**config.mk**
```make
export PLATFORM = sky130hd
export DESIGN_NAME = bounded_response_monitor
export DESIGN_NICKNAME = d
export VERILOG_FILES = /design/src/rtl/bounded_response_monitor.sv
export SDC_FILE = /design/constraint.sdc
export NUM_CORES = 1
export LEC_CHECK = 0
export ABC_AREA = 1
export BUFFER_PORTS_ARGS = -buffer_cell sky130_fd_sc_hd__clkbuf_2
export CELL_PAD_IN_SITES_DETAIL_PLACEMENT = 2
export CELL_PAD_IN_SITES_GLOBAL_PLACEMENT = 2
export CORE_MARGIN = 10
export CORE_UTILIZATION = 33
export CTS_CLUSTER_SIZE = 10
export DETAILED_ROUTE_END_ITERATION = 8
export HOLD_SLACK_MARGIN = 0.02
export MAX_ROUTING_LAYER = met4
export PLACE_DENSITY = 0.92
export SLEW_MARGIN = 15
export SYNTH_ARGS = -nofsm -noshare
export SYNTH_HDL_FRONTEND = slang
export SYNTH_SLANG_ARGS = --single-unit
```
**constraint.sdc**
```tcl
create_clock -name clk -period 3.3 [get_ports clk]
set_clock_uncertainty 0.15 [all_clocks]
set_input_delay 0.165 -clock clk [delete_from_list [all_inputs] [get_ports clk]]
set_output_delay 0.165 -clock clk [all_outputs]
set_load 0.02 [all_outputs]
```
**src/rtl/bounded_response_monitor.sv**
```systemverilog
// Bounded trigger/response monitor: per-channel IDLE/WAIT checker with
// sticky flags, strobes, last-kind codes and a saturating violation count.
//
// Ports:
//   clk, rst_n   clock, async active-low reset
//   en           enable; low freezes channel state and history
//   clear        sync clear of viol, viol_kind, viol_count
//   a[N], b[N]   per-channel trigger / response
//   pending[N]   channel waiting for a response
//   viol[N]      sticky violation flag
//   viol_pulse   one-cycle violation strobe
//   viol_kind    2 bits per channel: 01 timeout, 10 overlap, 11 spurious
//   viol_count   saturating total of violations
module bounded_response_monitor #(
  parameter int N         = 4,
  parameter int MAX_DELAY = 8,
  parameter int CNT_W     = 8
) (
  input  logic             clk,
  input  logic             rst_n,
  input  logic             en,
  input  logic             clear,
  input  logic [N-1:0]     a,
  input  logic [N-1:0]     b,
  output logic [N-1:0]     pending,
  output logic [N-1:0]     viol,
  output logic [N-1:0]     viol_pulse,
  output logic [2*N-1:0]   viol_kind,
  output logic [CNT_W-1:0] viol_count
);

  localparam int TW = $clog2(MAX_DELAY + 1);
  localparam int PW = $clog2(N + 1);
  localparam int SW = CNT_W + PW + 1;

  localparam logic [TW-1:0]    TMAX    = TW'(MAX_DELAY);
  localparam logic [TW-1:0]    TONE    = TW'(1);
  localparam logic [CNT_W-1:0] CNT_MAX = '1;

  localparam logic [1:0] K_NONE = 2'b00;
  localparam logic [1:0] K_TMO  = 2'b01;
  localparam logic [1:0] K_OVL  = 2'b10;
  localparam logic [1:0] K_SPUR = 2'b11;

  typedef enum logic {
    IDLE = 1'b0,
    WAIT = 1'b1
  } state_e;

  state_e [N-1:0]          state_q, state_d;
  logic [N-1:0][TW-1:0]    timer_q, timer_d;
  logic [N-1:0]            viol_q, viol_d;
  logic [N-1:0]            pulse_q, pulse_d;
  logic [N-1:0][1:0]       kind_q, kind_d;
  logic [CNT_W-1:0]        count_q, count_d;

  logic [N-1:0][1:0]       kind_new;
  logic [N-1:0]            flag;
  logic [SW-1:0]           nflag;
  logic [SW-1:0]           sum;
  logic [CNT_W-1:0]        count_base;

  always_comb begin
    state_d  = state_q;
    timer_d  = timer_q;
    kind_new = '0;
    if (en) begin
      for (int i = 0; i < N; i++) begin
        unique case (state_q[i])
          IDLE: begin
            unique case (1'b1)
              a[i] && !b[i]: begin
                state_d[i] = WAIT;
                timer_d[i] = TONE;
              end
              !a[i] && b[i]: kind_new[i] = K_SPUR;
              default: ;
            endcase
          end
          WAIT: begin
            unique case (1'b1)
              b[i]: begin
                // a discharge on the same edge as a new trigger re-arms
                state_d[i] = a[i] ? WAIT : IDLE;
                timer_d[i] = a[i] ? TONE : '0;
              end
              !b[i] && (timer_q[i] == TMAX): begin
                kind_new[i] = K_TMO;
                state_d[i]  = a[i] ? WAIT : IDLE;
                timer_d[i]  = a[i] ? TONE : '0;
              end
              default: begin
                // overlapping trigger keeps the original deadline
                timer_d[i] = timer_q[i] + TONE;
                if (a[i]) kind_new[i] = K_OVL;
              end
            endcase
          end
          default: begin
            state_d[i] = IDLE;
            timer_d[i] = '0;
          end
        endcase
      end
    end
  end

  always_comb begin
    flag  = '0;
    nflag = '0;
    for (int i = 0; i < N; i++) begin
      flag[i] = (kind_new[i] != K_NONE);
      nflag   = nflag + SW'(flag[i]);
    end
  end

  always_comb begin
    viol_d  = clear ? '0 : viol_q;
    kind_d  = clear ? '0 : kind_q;
    pulse_d = flag;
    for (int i = 0; i < N; i++) begin
      if (flag[i]) begin
        viol_d[i] = 1'b1;
        kind_d[i] = kind_new[i];
      end
    end
    count_base = clear ? '0 : count_q;
    sum        = SW'(count_base) + nflag;
    count_d    = (sum > SW'(CNT_MAX)) ? CNT_MAX : sum[CNT_W-1:0];
  end

  always_ff @(posedge clk or negedge rst_n) begin
    if (!rst_n) begin
      state_q <= {N{IDLE}};
      timer_q <= '0;
      viol_q  <= '0;
      pulse_q <= '0;
      kind_q  <= '0;
      count_q <= '0;
    end else begin
      state_q <= state_d;
      timer_q <= timer_d;
      viol_q  <= viol_d;
      pulse_q <= pulse_d;
      kind_q  <= kind_d;
      count_q <= count_d;
    end
  end

  always_comb begin
    for (int i = 0; i < N; i++) begin
      pending[i] = (state_q[i] == WAIT);
    end
  end

  assign viol       = viol_q;
  assign viol_pulse = pulse_q;
  assign viol_kind  = kind_q;
  assign viol_count = count_q;

endmodule

```
==> summary.log <==
qor: status.status complete, no violations
qor: clocking.worst_setup_hold_path_clk_slew 0.09 ns
qor: finish.multiInputGateArea 0.00125 mm^2
qor: drt.vias_per_cell 4.90
qor: timing.measured_slew_at_the_worst_slew_check_pin 0.561 ns
qor: synth.postSynthAreaPerCell 7.98 um^2
qor: clocking.total_clock_sinks 44
qor: floorplan.height_of_the_die 106 um
qor: clocking.cts_root_buffer sky130_fd_sc_hd__clkbuf_8
qor: timing.post-route-period-util 96.8%
qor: placed_design.gpl_congestion 0.741
qor: drt.drcViolationCount 0
qor: synth.synthesis.instances 304
qor: grt.grt_pass1_vias 2635
qor: synth.syn_area 0.00243 mm^2
qor: floorplan.core_area 0.00721 mm^2
qor: power_and_ir_drop.cellPowerDensity 554 mW/mm^2
qor: clocking.cts-buffers-inserted 5
qor: finish.fin_cells 465
qor: timing.relSlewSlack 62.6%
qor: floorplan.die-area 0.0112 mm^2
qor: clocking.clock_tree_from_tritoncts built
qor: timing.tns 0 ns
qor: synth.synth_enable_flop_cells 0
qor: timing.clock.fmax 0.313 GHz
qor: grt.grt_first_pass_wirelength 13.9 mm
qor: finish.diodes 0
qor: floorplan.ioPinCount 40
qor: synth.synth-warning-count 0
qor: timing.timing.final.max_slew_violations 0
qor: finish.seq_area 0.00110 mm^2
qor: critical_path.cp_cell_sequence inv_1 > a21oi_2 > nand2_1 > nand2_4 > inv_2 > fa_1 > fa_2 > inv_2 > fa_2 > nand3_4 > nor2_4 > nand4_4 > nand2_1
qor: critical_path.endpoint_kind register
qor: timing.finalSetupViolCount 0
qor: clocking.clock_tree.htree_level_count 2
qor: power_and_ir_drop.fin_total_pwr 1.70 mW
qor: finish.num-nets-final 389
qor: critical_path.crit_family adder cells
qor: placed_design.number_of_buffers_added_on_ports 39
qor: drt.firstDrtPassIters 4
qor: power_and_ir_drop.power.leakage 1.59 nW
qor: grt.grt_max_degree 28
qor: drt.antenna_violating_nets_post_route 0
qor: placed_design.post-dp-hpwl 6.05 mm
qor: critical_path.slowest_stage sky130_fd_sc_hd__fa_1
qor: drt.wl 9.15 mm
qor: critical_path.startpoint_type register
qor: drt.avgRoutedWirePerCell 19.7 um
qor: finish.synthToLayoutAreaGrowth 26.3%
qor: synth.synth-seq-cells 44
qor: floorplan.floorplan.rows 31
qor: timing.fin_hold_ws 0.0443 ns
qor: flow_run.drv.max_cap_violation_count 0
qor: critical_path.worstPathRequired 3.40 ns
qor: grt.number_of_antenna_violations_at_the_first_check_in_global_routing 0
qor: critical_path.timing.critical_path.buf_inv 3
qor: synth.synth-seq-area-share 45.4%
qor: critical_path.cp_slowest_stage_delay 0.47 ns
qor: floorplan.effective_utilization_at_floorplan 33.6%
qor: floorplan.chipWidth 106 um
qor: synth.async_reset_ff_share 100%
qor: timing.final-hold-violation-count 0
qor: synth.synth_flop_cell sky130_fd_sc_hd__dfrtp_1
qor: critical_path.criticalPathCategory register to register
qor: timing.timing.final.crit_period 3.19 ns
qor: power_and_ir_drop.vdd.ir_drop.worst 0.205 mV
qor: critical_path.cp_data_arrival_time 3.29 ns
qor: synth.synth_cell_type_count 26
qor: placed_design.post-place-cells 444
qor: grt.final_global_route_overflow_total 0
qor: clocking.clkLatencyLatePin 0.32 ns
qor: finish.final_cell_area_excluding_filler_cells 0.00306 mm^2
qor: placed_design.post_dp_cell_area 0.00276 mm^2
qor: finish.drive_above_1_share 31.1%
qor: synth.postSynthNetCount 328
qor: hold_path.hp-class input port to register
qor: drt.dr_total_vias 2278
qor: grt.overall_track_demand_over_capacity_in_global_routing 15.9%
qor: clocking.cts.path.max_buffers 2
qor: drt.drtIter0Drc 76
qor: critical_path.critical_path.max_fanout 8
qor: finish.filler_cell_count 838
==> final cells by class <==
class                      count  share of cell area (%)
clock inverter                 2                   0.327
timing repair buffer          55                    10.4
sequential                    44                    36.0
inverter                      47                    5.76
tap                           99                    4.04
clock buffer                   6                    2.69
multi-input combinational    212                    40.8
==> kinds of logic (layout without fill, tap and decap cells) <==
family / after synthesis / after routing / share of synthesized area (%)
compound gates: 28 / 28 / 7.38
flops: 44 / 44 / 45.4
buf+inv: 48 / 110 / 7.43
fa+ha+maj: 12 / 12 / 7.12
xor+xnor: 5 / 5 / 1.81
simple gates: 167 / 167 / 30.9
==> cell usage in the layout, fill, tap and decap left out, types with 3 or more instances in the layout <==
master / synthesis / layout
sky130_fd_sc_hd__nand3_1: 20 / 18
sky130_fd_sc_hd__o21ai_1: 6 / 6
sky130_fd_sc_hd__nand2_2: 5 / 12
sky130_fd_sc_hd__xor2_1: 3 / 3
sky130_fd_sc_hd__clkbuf_2: 0 / 39
sky130_fd_sc_hd__inv_1: 41 / 34
sky130_fd_sc_hd__buf_4: 0 / 15
sky130_fd_sc_hd__nor2_2: 3 / 5
sky130_fd_sc_hd__a21oi_4: 3 / 3
sky130_fd_sc_hd__nand4_1: 8 / 8
sky130_fd_sc_hd__dfrtp_1: 44 / 43
sky130_fd_sc_hd__nor2_1: 23 / 21
sky130_fd_sc_hd__ha_1: 9 / 6
sky130_fd_sc_hd__nand2_1: 96 / 86
sky130_fd_sc_hd__o21ai_0: 12 / 11
sky130_fd_sc_hd__clkbuf_8: 0 / 6
sky130_fd_sc_hd__nor3_1: 5 / 5
sky130_fd_sc_hd__inv_2: 6 / 13
sky130_fd_sc_hd__nand2_4: 0 / 3
==> cells in the mapped netlist (2+ instances only) <==
cell type	instances	area share [%]
sky130_fd_sc_hd__a21oi_4	3	2.0
sky130_fd_sc_hd__nand2_2	5	1.3
sky130_fd_sc_hd__dfrtp_1	44	45
sky130_fd_sc_hd__xor2_1	3	1.1
sky130_fd_sc_hd__nand4_1	8	2.1
sky130_fd_sc_hd__nor2_1	23	3.6
sky130_fd_sc_hd__ha_1	9	4.6
sky130_fd_sc_hd__o21ai_1	6	1.2
sky130_fd_sc_hd__o22ai_1	2	0.52
sky130_fd_sc_hd__nor2_2	3	0.77
sky130_fd_sc_hd__inv_2	6	0.93
sky130_fd_sc_hd__nand3b_1	2	0.62
sky130_fd_sc_hd__a21oi_1	4	0.83
sky130_fd_sc_hd__nand3_1	20	4.1
sky130_fd_sc_hd__xnor2_1	2	0.72
sky130_fd_sc_hd__fa_1	3	2.5
sky130_fd_sc_hd__o21ai_0	12	2.5
sky130_fd_sc_hd__nand2_1	96	15
sky130_fd_sc_hd__nor3_1	5	1.0
sky130_fd_sc_hd__nor3_2	2	0.83
sky130_fd_sc_hd__inv_1	41	6.3
==> metrics by stage <==
step           setup WS [ns]  util [%]
6_report               0.105      42.5
5_1_grt              -0.0740      42.5
4_1_cts              0.00546      40.5
3_5_place_dp          -0.130      38.3
3_3_place_gp           0.117      38.3
2_1_floorplan          0.269         -
==> registers in the layout, indices dropped and copies added, names as in the netlist <==
register / count
viol_pulse: 4
timer_q: 16
pending: 4
viol_kind: 8
viol: 4
viol_count: 8
==> power breakdown <==
group / leakage [nW] / total, mW / switching [mW] / internal (mW)
Sequential: 0.567 / 0.708 / 0.0770 / 0.631
Combinational: 0.972 / 0.607 / 0.399 / 0.209
Clock: 0.0510 / 0.382 / 0.214 / 0.168
Total: 1.59 / 1.70 / 0.690 / 1.01
==> final timing paths <==
kind	slack [ns]	start	cells past startpoint	endpoint
hold reg to reg	0.36	viol[0]$_DFFE_PN0P_	2	viol[0]$_DFFE_PN0P_
setup / recovery	0.11	pending[0]$_DFFE_PN0P_	13	viol_count[0]$_DFF_PN0_
max in group asynchronous	1.98	rst_n	3	pending[0]$_DFFE_PN0P_
min in group asynchronous	0.22	rst_n	2	viol_kind[6]$_DFFE_PN0P_
hold / removal	0.04	a[1]	3	pending[1]$_DFFE_PN0P_
setup reg to reg	0.11	pending[0]$_DFFE_PN0P_	13	viol_count[0]$_DFF_PN0_
==> repair_timing <==
item	CTS	global route
pin swaps	4	12
endpoints found under the hold margin	17	0
setup buffers	6	6
endpoints found under the setup margin	8	8
hold buffers	1	0
resized for setup	5	32
==> worst reg2reg max path: stages (launching register included) <==
cell and delay [ns]:
sky130_fd_sc_hd__dfrtp_2 0.43, sky130_fd_sc_hd__inv_1 0.15, sky130_fd_sc_hd__a21oi_2 0.27, sky130_fd_sc_hd__nand2_1 0.20
sky130_fd_sc_hd__nand2_4 0.13, sky130_fd_sc_hd__inv_2 0.04, sky130_fd_sc_hd__fa_1 0.47, sky130_fd_sc_hd__fa_2 0.36
sky130_fd_sc_hd__inv_2 0.07, sky130_fd_sc_hd__fa_2 0.23, sky130_fd_sc_hd__nand3_4 0.09, sky130_fd_sc_hd__nor2_4 0.17
sky130_fd_sc_hd__nand4_4 0.21, sky130_fd_sc_hd__nand2_1 0.14
==> routing by layer <==
metal,track usage (%),share of wire (%),wire [um]
met1,17.0,41,3790
met2,29.2,56,5080
met3,2.86,2.2,199
met4,4.45,0.87,80
met5,-,0,0
Note: power is estimated with default switching activity, not from simulation.
